File: config.mk
export PLATFORM = sky130hd
export DESIGN_NAME = rom_port_arbiter
export DESIGN_NICKNAME = d
export VERILOG_FILES = /design/src/rtl/rom_port_arbiter.sv
export SDC_FILE = /design/constraint.sdc
export NUM_CORES = 1
export LEC_CHECK = 0
export ABC_AREA = 1
export CORE_UTILIZATION = 43
export DETAILED_ROUTE_END_ITERATION = 8
export PLACE_DENSITY_LB_ADDON = 0.2
export SLEW_MARGIN = 20
export SYNTH_ARGS = -nofsm -noshare
export SYNTH_HDL_FRONTEND = slang
export SYNTH_SLANG_ARGS = --single-unit
File: constraint.sdc
create_clock -name clk -period 2 [get_ports clk]
set_clock_uncertainty 0.1 [all_clocks]
set_input_delay 0.3 -clock clk [delete_from_list [all_inputs] [get_ports clk]]
set_output_delay 0.3 -clock clk [all_outputs]
set_load 0.05 [all_outputs]
File: src/rtl/rom_port_arbiter.sv
// rom_port_arbiter: shares the word-wide instruction ROM between fetch (F) and load (D) requesters, one grant per cycle, fixed latency 2.
// Define ROM_ARB_RR_EN for two-way round-robin; otherwise D has priority over F with a starvation guard.
module rom_port_arbiter #(
  parameter int ADDR_W     = 14,
  parameter int STARVE_MAX = 4
) (
  input  logic              clk,
  input  logic              rst_n,
  input  logic              f_req,
  input  logic [ADDR_W-1:0] f_addr,
  output logic              f_gnt,
  output logic              f_rvalid,
  output logic [31:0]       f_rdata,
  input  logic              d_req,
  input  logic [ADDR_W-1:0] d_addr,
  input  logic [1:0]        d_size,
  input  logic              d_unsigned,
  output logic              d_gnt,
  output logic              d_rvalid,
  output logic [31:0]       d_rdata,
  output logic              d_err,
  output logic [ADDR_W-1:0] rom_addr,
  input  logic [31:0]       rom_rdata
);

  typedef struct packed {
    logic       vld;
    logic       port;   // 1 = D
    logic [1:0] lane;
    logic [1:0] size;
    logic       uns;
    logic       err;
  } tag_t;

  logic              f_win;
  logic              d_mis;
  logic [ADDR_W-1:0] addr_q;
  tag_t              s1;
  logic [7:0]        byte_sel;
  logic [15:0]       half_sel;
  logic [31:0]       d_fmt;

`ifdef ROM_ARB_RR_EN
  logic last_d;

  // Priority goes to whichever port was not granted most recently.
  always_comb f_win = f_req && (!d_req || last_d);

  always_ff @(posedge clk) begin
    if (!rst_n)     last_d <= 1'b0;
    else if (f_gnt) last_d <= 1'b0;
    else if (d_gnt) last_d <= 1'b1;
  end
`else
  logic [3:0] stv;

  always_comb f_win = f_req && (!d_req || (stv == 4'(STARVE_MAX)));

  // Counts D grants that F sat through; reaching STARVE_MAX forces an F grant.
  always_ff @(posedge clk) begin
    if (!rst_n)                stv <= 4'd0;
    else if (f_gnt || !f_req)  stv <= 4'd0;
    else if (d_gnt)            stv <= stv + 4'd1;
  end
`endif

  assign f_gnt = rst_n && f_win;
  assign d_gnt = rst_n && d_req && !f_win;

  // Idle cycles keep presenting the last granted address to the ROM.
  assign rom_addr = f_gnt ? f_addr : (d_gnt ? d_addr : addr_q);

  always_ff @(posedge clk) begin
    if (!rst_n)                addr_q <= '0;
    else if (f_gnt || d_gnt)   addr_q <= rom_addr;
  end

  always_comb begin
    case (d_size)
      2'b00:   d_mis = 1'b0;
      2'b01:   d_mis = d_addr[0];
      2'b10:   d_mis = |d_addr[1:0];
      default: d_mis = 1'b1;
    endcase
  end

  always_ff @(posedge clk) begin
    if (!rst_n) begin
      s1 <= '0;
    end else begin
      s1 <= '{vld:  f_gnt | d_gnt,
              port: d_gnt,
              lane: d_addr[1:0],
              size: d_size,
              uns:  d_unsigned,
              err:  d_gnt & d_mis};
    end
  end

  always_comb begin
    case (s1.lane)
      2'd0:    byte_sel = rom_rdata[7:0];
      2'd1:    byte_sel = rom_rdata[15:8];
      2'd2:    byte_sel = rom_rdata[23:16];
      default: byte_sel = rom_rdata[31:24];
    endcase
    half_sel = s1.lane[1] ? rom_rdata[31:16] : rom_rdata[15:0];
    d_fmt    = '0;
    if (!s1.err) begin
      case (s1.size)
        2'b00:   d_fmt = {{24{~s1.uns & byte_sel[7]}}, byte_sel};
        2'b01:   d_fmt = {{16{~s1.uns & half_sel[15]}}, half_sel};
        default: d_fmt = rom_rdata;
      endcase
    end
  end

  always_ff @(posedge clk) begin
    if (!rst_n) begin
      f_rvalid <= 1'b0;
      f_rdata  <= '0;
      d_rvalid <= 1'b0;
      d_rdata  <= '0;
      d_err    <= 1'b0;
    end else begin
      f_rvalid <= s1.vld && !s1.port;
      f_rdata  <= (s1.vld && !s1.port) ? rom_rdata : '0;
      d_rvalid <= s1.vld && s1.port;
      d_rdata  <= (s1.vld && s1.port) ? d_fmt : '0;
      d_err    <= s1.vld && s1.port && s1.err;
    end
  end

endmodule
==> impl_results.md, run 1 <==
- Clock Tree Buf Depth: 2
- Initial Util: 44.5%
- Synth Net Count: 570
- N_diodes: 0
- Leak: 2.99 nW
- Fraction of the mapped netlist area in adder cells: 0.681%
- Seq pwr share: 46.0%
- Synth top area share: 50.6%
- Die Wd: 94.5 microns
- Final setup vio count: 15
- Clk_lat worst skew: 350 ps
- GP Congestion: 0.770
- Placed insts: 747
- Pint: 2.96 mW
- Met3 usage: 7.25%
- Clock period minus worst slack: 2150 ps
- Top_reg_cell synth: dfxtp_1
- Die H: 94.5 microns
- Vias: 3,722
- Hold-fix buffers, CTS: 0
- Pwr per Cell Area: 692 mW/mm^2
- Share of cells above drive strength 1: 15.5%
- Worst Hold Class: flop to flop
- Nature of the critical path endpoint: primary output
- Busiest grt layer: met2
- Root Driver: clkbuf_8
- Multi-input logic area: 0.00162 sq mm
- CP startpoint kind: flop
- Unrepaired setup endpoints after global routing: yes
- FF+latch count, synth: 93
- Row count: 33
- Antenna violation net count after detailed routing: 0
- Slew Viols, Final: 0
- Clk sinks: 93
- Number of max-cap violations: 0
- # IOs: 150
- Sw Pwr: 1.25 mW
- Synth Area in Simple Gates: 27.7%
- Max-slew headroom: 59.1%
- Mean Syn Cell Area: 7.34 sq um
- Half-perimeter wire length after placement: 7140 microns
- Yosys top cell by area: dfxtp_1
- Buffers on Ports: 149
- Largest family of logic cells by synthesized area: simple AND/OR/NAND/NOR gates
- WHS: 353 ps
- Fin cells: 774
- Met1 Resource Use GR: 25.4%
- Sequential-to-total area share from yosys stat: 50.6%
- CP required: 1600 ps
- Compound-cell area share of the yosys netlist: 8.00%
- Post-Synthesis Cells: 501
- Core footprint: 0.00826 sq mm
- Violated checks: negative setup slack
- CP Class: flop to primary output
- First drt pass iteration count: 5
- Total CTS buffers: 9
- Util after Layout: 73.7%
- Critical Path AT: 1750 ps
- Ys async rst share: 0%
- Initial antenna violation count: 0
- VDD IR max: 360 uV
- Die Area: 0.00893 sq mm
- Clock Power Share: 30.6%
- Per-cell routed wire length: 14.2 microns
- Final wirelength: 11,000 microns
- Synth area leaders: dfxtp_1 (51%), nand2_1 (13%), inv_1 (9.1%)
- First-pass GRT wire length: 16,600 microns
- Total negative slack: -1860 ps
- Global route total overflow: 0
- Commonest non-fill, non-tap cells in the layout: clkdlybuf4s50_1 (133), nand2_1 (117), dfxtp_1 (91)
- Hold Violations, Final: 0
- Mapped Area: 0.00368 sq mm
- Mux share of post-synthesis cell area: 0%
- Initial drt markers: 127
- Number of synthesized flops with an enable pin: 0
- Largest net degree at the start of global routing: 33
- Clock slew at reported path FFs: 90 ps
- Gr usage total: 24.0%
- Nets: 733
- XOR/XNOR Fraction of Synth Area: 0.238%
- H-tree lvl count: 3
- Critical path fanouts, max: 7
- Vias in the first global route: 3,610
- Met2 GRT Util: 44.9%
- Layout fillers: 615
- Worst slew pin tran: 613 ps
- Area Growth Syn to Fin: 65.4%
- F_max: 465 MHz
- Run status: finished with violations
- Most common cell after layout, fill and taps aside: clkdlybuf4s50_1
- CTS tree: yes
- Synth cell types: 27
- Final period utilization: 108%
- FF/Latch Area: 0.00186 sq mm
- Combinational Power Share: 23.4%
- Synth warn: 0
- Final worst slack: -152 ps
- Net Sw Frac: 29.7%
- Vias/cell: 4.81
- DRC: 0
==> state kept, by name (all words and copies together) (netlist names) <==
signal	cells
addr_q	14
d_err	1
d_rdata	32
d_rvalid	1
f_rdata	32
f_rvalid	1
s1	8
stv	4
==> final cells by class <==
cell class	count	share of cell area [%]
multi-input cells	294	26.6
clock inverters	6	1.13
repair buffers	174	31.4
inverters	92	5.80
well taps	105	2.16
clock buffers	10	2.26
flip-flops and latches	93	30.6
==> cell families after synthesis <==
family,count (synthesis)
simple gates,242
flops,93
buf+inv,114
xor+xnor,1
compound gates,49
fa+ha+maj,2
==> worst paths after layout <==
path | start | to | slack, ps | cells past startpoint
setup / recovery | stv[0] | rom_addr[9] | -150 | 8
hold reg to reg | s1[7] | f_rvalid | 350 | 2
setup reg to reg | stv[0] | addr_q[12] | 400 | 10
hold / removal | s1[7] | f_rvalid | 350 | 2
==> synthesized netlist by cell type (2+ instances only) <==
master / number
a21oi_1: 17
buf_2: 9
buf_6: 3
clkbuf_1: 8
dfxtp_1: 93
ha_1: 2
inv_1: 89
inv_4: 2
nand2_1: 131
nand2_2: 4
nand3_1: 48
nor2_1: 52
nor3_1: 2
o211ai_1: 7
o21a_1: 8
o21ai_0: 15
==> power groups by stage <==
stage,Sequential [mW],Combinational [mW],Clock (mW)
after floorplan,2.10,0.349,0
after global placement,1.98,0.889,0
after detailed placement,1.98,0.900,0
after CTS,1.94,0.943,1.31
after global routing,1.94,1.04,1.40
final,1.94,0.985,1.29
==> timing repair <==
item                       in CTS  in global routing
setup buffers                   6                  4
resized for setup              35                 27
cloned                          1                  0
setup endpoints to repair      15                 15
pin swaps                      16                  2
==> metal layers <==
| metal | part of all wire [%] | vias up |
|---|---|---|
| met5 | 0 | - |
| met4 | 2.2 | 0 |
| met3 | 8.9 | 20 |
| met2 | 52 | 168 |
| met1 | 37 | 1694 |
| li1 | - | 1840 |
==> critical path: stages (launching register included) <==
cell and delay, ps:
dfxtp_2 330, inv_2 80, ha_4 150, nand3_4 90, a21oi_4 230, clkbuf_16 220, nand2_4 70, nand3_4 80
buf_12 140
==> metrics by stage <==
| stage | area, sq um | setup WS (ps) | total power [mW] |
|---|---|---|---|
| finish | 6080 | -152 | 4.21 |
| global route | 6080 | -222 | 4.38 |
| floorplan | 3680 | 45.2 | 2.45 |
| CTS | 5920 | -138 | 4.19 |
| detailed placement | 5500 | -44.9 | 2.88 |
| global placement | 5500 | 7.14 | 2.87 |
No activity file was read; power rests on OpenSTA's default activity.
==> inputs of run 2 (changes only) <==
--- a/config.mk
+++ b/config.mk
@@ -6,10 +6,11 @@
 export NUM_CORES = 1
 export LEC_CHECK = 0
 export ABC_AREA = 1
-export CORE_UTILIZATION = 43
+export CORE_UTILIZATION = 40
 export DETAILED_ROUTE_END_ITERATION = 8
 export PLACE_DENSITY_LB_ADDON = 0.2
 export SLEW_MARGIN = 20
 export SYNTH_ARGS = -nofsm -noshare
 export SYNTH_HDL_FRONTEND = slang
 export SYNTH_SLANG_ARGS = --single-unit
+export TNS_END_PERCENT = 30
==> impl_results.md, run 2 (synthesis gave the netlist of run 1 again) <==
- Crit path cell chain: inv_2 -> ha_4 -> nand3_4 -> a21oi_4 -> buf_6 -> buf_16 -> nand2_2 -> nand3_2 -> buf_12
- Net Sw Frac: 28.9%
- Clk_lat worst skew: 360 ps
- CP startpoint kind: flop
- Gr usage total: 23.0%
- Worst slew pin tran: 583 ps
- Initial antenna violation count: 0
- Clock period minus worst slack: 2130 ps
- N_diodes: 0
- Antenna violation net count after detailed routing: 0
- Row count: 34
- Seq pwr share: 45.0%
- Critical path fanouts, max: 5
- F_max: 470 MHz
- Slowest cell on the critical path: dfxtp_2
- Slew Viols, Final: 0
- Final wirelength: 10,900 microns
- Global route total overflow: 0
- Share of cells above drive strength 1: 16.2%
- Vias: 3,790
- Largest net degree at the start of global routing: 33
- Sw Pwr: 1.25 mW
- Biggest regs: d_rdata (32), f_rdata (32), addr_q (14)
- Nature of the critical path endpoint: primary output
- Half-perimeter wire length after placement: 7700 microns
- Vias in the first global route: 3,684
- Max-slew headroom: 61.2%
- Fin cells: 789
- Run status: finished with violations
- Initial Util: 41.8%
- Die Wd: 97.9 microns
- Leak: 2.97 nW
- Unrepaired setup endpoints after global routing: yes
- Most common cell after layout, fill and taps aside: clkdlybuf4s50_1
- Root Driver: clkbuf_8
- Pwr per Cell Area: 712 mW/mm^2
- Placed insts: 759
- Initial drt markers: 158
- DRC: 9
- Clk sinks: 93
- First drt pass iteration count: 9
- Area after DPL: 0.00556 sq mm
- Buffers on Ports: 149
- Violated checks: design-rule violations, negative setup slack
- Total CTS buffers: 9
- Hold-fix buffers, CTS: 0
- Total negative slack: -1630 ps
- Hold Violations, Final: 0
- Critical Path AT: 1730 ps
- First-pass GRT wire length: 17,600 microns
- CP Class: flop to primary output
- Util after Layout: 68.8%
- Worst path max stage delay: 330 ps
- Tot Pwr: 4.31 mW
- Vias/cell: 4.80
- Core footprint: 0.00881 sq mm
- Nets: 745
- CTS tree: yes
- Pint: 3.06 mW
- Die Area: 0.00958 sq mm
- Final setup vio count: 16
- Clock Power Share: 32.4%
- Per-cell routed wire length: 13.8 microns
- CP required: 1600 ps
- Worst Hold Class: flop to flop
- Combinational Power Share: 22.6%
- Buf/Inv on CP: 4
- Final worst slack: -128 ps
- VDD IR max: 332 uV
- Final period utilization: 106%
- Number of max-cap violations: 0
- Post-route cell area: 0.00606 sq mm
- Crit-path leading delay family: buffers and inverters
- Clock slew at reported path FFs: 90 ps
- Area Growth Syn to Fin: 64.7%
- GP Congestion: 0.796
- Clock Tree Buf Depth: 2
- Die H: 97.9 microns
- # IOs: 150
- Commonest non-fill, non-tap cells in the layout: clkdlybuf4s50_1 (133), nand2_1 (122), dfxtp_1 (91)
- H-tree lvl count: 3
run 2: cell type report:
class	count	area (sq um)
fillers	687	2750
multi-input cells	294	1490
well taps	108	135
clock buffers	10	128
flip-flops and latches	93	1860
clock inverters	6	93.8
inverters	92	353
repair buffers	186	2000
run 2: metrics by stage:
stage / hold slack (ps) / worst slack [ps]
3_5_place_dp: 325 / -58.2
3_3_place_gp: 321 / -3.48
5_1_grt: 327 / -189
6_report: 329 / -128
2_1_floorplan: 298 / 45.2
4_1_cts: 325 / -112
run 2: final timing paths:
kind,start,to,slack [ps],depth (start not counted)
setup / recovery,stv[0],rom_addr[6],-130,9
hold / removal,s1[6],f_rvalid,330,1
setup reg to reg,stv[0],addr_q[2],250,12
hold reg to reg,s1[6],f_rvalid,330,1
run 2: what timing repair did:
| item | 4_1_cts | 5_1_grt |
|---|---|---|
| gates resized for setup | 36 | 3 |
| pin swaps | 11 | 6 |
| setup buffers | 10 | 3 |
| endpoints found under the setup margin | 16 | 16 |
| gates cloned | 1 | 0 |
run 2: layer usage:
layer  wire length (microns)  global-route usage (%)
met2                    5440                    40.3
met5                       0                       0
met1                    4320                    26.7
met3                     906                    6.23
met4                     199                    8.86
run 2: power groups by stage:
stage / Combinational, mW / Sequential, mW / Clock [mW]
after detailed placement: 0.916 / 1.98 / 0
final: 0.977 / 1.94 / 1.40
after global routing: 1.04 / 1.95 / 1.52
after floorplan: 0.349 / 2.10 / 0
after CTS: 0.963 / 1.94 / 1.43
after global placement: 0.904 / 1.98 / 0
run 2: worst reg2reg max path, delay by kind of cell (launching register included):
| kind | cells | cell delay (ps) |
|---|---|---|
| buffers and inverters | 6 | 560 |
| AND/OR/NAND/NOR | 5 | 520 |
| flip-flops | 1 | 330 |
| adder cells (fa/ha/maj) | 1 | 140 |
==> inputs of run 3 (changes only) <==
==> constraint.sdc (replaced) <==
create_clock -name clk -period 2.1 [get_ports clk]
set_clock_uncertainty 0.1 [all_clocks]
set_input_delay 0.315 -clock clk [delete_from_list [all_inputs] [get_ports clk]]
set_output_delay 0.315 -clock clk [all_outputs]
set_load 0.05 [all_outputs]
==> impl_results.md, run 3 (synthesis gave the netlist of run 1 again) <==
- Half-perimeter wire length after placement: 7490 microns
- Worst hold stages: 3
- First-pass GRT wire length: 17,400 microns
- Crit path cell chain: inv_2 -> ha_4 -> nand3_4 -> a21oi_4 -> buf_6 -> nand2_2 -> nand3_4 -> buf_12
- Worst Hold Class: primary input to flop
- Slowest cell on the critical path: dfxtp_2
- Vias: 3,631
- Number of max-cap violations: 0
- Pwr per Cell Area: 671 mW/mm^2
- Row count: 34
- VDD IR max: 307 uV
- Buffers on Ports: 149
- Clock period minus worst slack: 2080 ps
- CTS tree: yes
- Root Driver: clkbuf_8
- Clk_lat worst skew: 350 ps
- First drt pass iteration count: 6
- Hold Path Origin: rst_n
- Most common cell after layout, fill and taps aside: clkdlybuf4s50_1
- Share of cells above drive strength 1: 15.2%
- Nets: 736
- Hold Violations, Final: 0
- Commonest non-fill, non-tap cells in the layout: clkdlybuf4s50_1 (131), nand2_1 (122), dfxtp_1 (91)
- DRC: 10
- H-tree lvl count: 3
- Leak: 2.91 nW
- Die Wd: 97.9 microns
- Vias/cell: 4.66
- Final period utilization: 99.1%
- Reg2Reg Depth: 5
- Slew Viols, Final: 0
- Post-route cell area: 0.00595 sq mm
- Worst path max stage delay: 330 ps
- Total CTS buffers: 9
- Hold-fix buffers, CTS: 0
- Critical Path AT: 1670 ps
- Area Growth Syn to Fin: 61.7%
- Hold Path Sink: s1[7]
- Violated checks: design-rule violations
- Core footprint: 0.00881 sq mm
- Die Area: 0.00958 sq mm
- Largest net degree at the start of global routing: 33
- # IOs: 150
- CP startpoint kind: flop
- Biggest regs: d_rdata (32), f_rdata (32), addr_q (14)
- Tot Pwr: 3.99 mW
- Final setup vio count: 0
- Clock Tree Buf Depth: 2
- Nature of the critical path endpoint: primary output
- Run status: finished with violations
- GP Congestion: 0.795
- F_max: 480 MHz
- Gr usage total: 22.8%
- Max-slew headroom: 51.4%
- R2R Path Start: s1[3]
- R2R Setup Slk: 390 ps
- Final wirelength: 10,500 microns
- Vias in the first global route: 3,579
- Per-cell routed wire length: 13.5 microns
- Initial drt markers: 148
- WHS: 250 ps
- Cell mode on critical path: nand3_4
- Unrepaired setup endpoints after global routing: yes
- Initial Util: 41.8%
- Clock slew at reported path FFs: 90 ps
- CP Class: flop to primary output
- CP required: 1680 ps
- Critical path fanouts, max: 7
- Antenna violation net count after detailed routing: 0
- Global route total overflow: 0
- N_diodes: 0
- Die H: 97.9 microns
- Area after DPL: 0.00550 sq mm
- Worst slew pin tran: 729 ps
- Initial antenna violation count: 0
- Clk sinks: 93
- R2R Path End: d_rdata[1]
==> run 3: worst max path at each step <==
stage               startpoint      endpoint  slack (ps)
global placement         d_req  rom_addr[11]          40
global route            stv[0]   rom_addr[3]         -50
finish                  stv[0]   rom_addr[5]          20
detailed placement       d_req   rom_addr[9]         -10
floorplan               stv[0]   rom_addr[0]         130
CTS                     stv[0]  rom_addr[11]         -20
==> run 3: power breakdown <==
part	leakage, nW	switching (mW)	total, mW	internal, mW
sequential	0.759	0.0264	1.85	1.82
clock	0.0955	0.649	1.24	0.591
combinational	2.06	0.506	0.902	0.396
total	2.91	1.18	3.99	2.81
==> run 3: critical path: cells and delay by family, from the launching register on <==
family,cells,cell delay [ps]
compound gates,1,170
fa+ha+maj,1,150
buf+inv,3,390
flops,1,330
simple gates,3,260
==> run 3: stage by stage <==
| stage | utilization [%] | TNS, ps | worst slack [ps] | cells |
|---|---|---|---|---|
| after floorplan | - | 0 | 130 | 501 |
| after global placement | 62.4 | 0 | 40.6 | 751 |
| after detailed placement | 62.4 | -13.4 | -9.98 | 751 |
| after CTS | 67.4 | -169 | -21.0 | 779 |
| after global routing | 67.5 | -492 | -47.5 | 780 |
| final | 67.5 | 0 | 18.8 | 780 |
==> run 3: repair_timing <==
| action | 4_1_cts | 5_1_grt |
|---|---|---|
| pin swaps | 16 | 5 |
| setup endpoints to repair | 14 | 14 |
| hold endpoints to repair | 0 | 0 |
| buffers inserted | 11 | 3 |
| gates cloned | 1 | 0 |
| gates resized for setup | 32 | 8 |
==> run 3: metal layers <==
layer	vias to the layer above	track usage (%)	share of wire, %
met3	22	4.44	6.3
met4	0	10.8	2.6
met5	-	0	0
met2	125	38.3	48
met1	1637	28.2	43
li1	1847	-	-
==> run 3: area by class of cell <==
class | count | area [sq um]
clock inverter | 6 | 70.1
sequential | 93 | 1860
fill | 710 | 2860
clock buffer | 10 | 138
tap | 108 | 135
multi-input combinational | 294 | 1490
timing repair buffer | 177 | 1900
inverter | 92 | 353
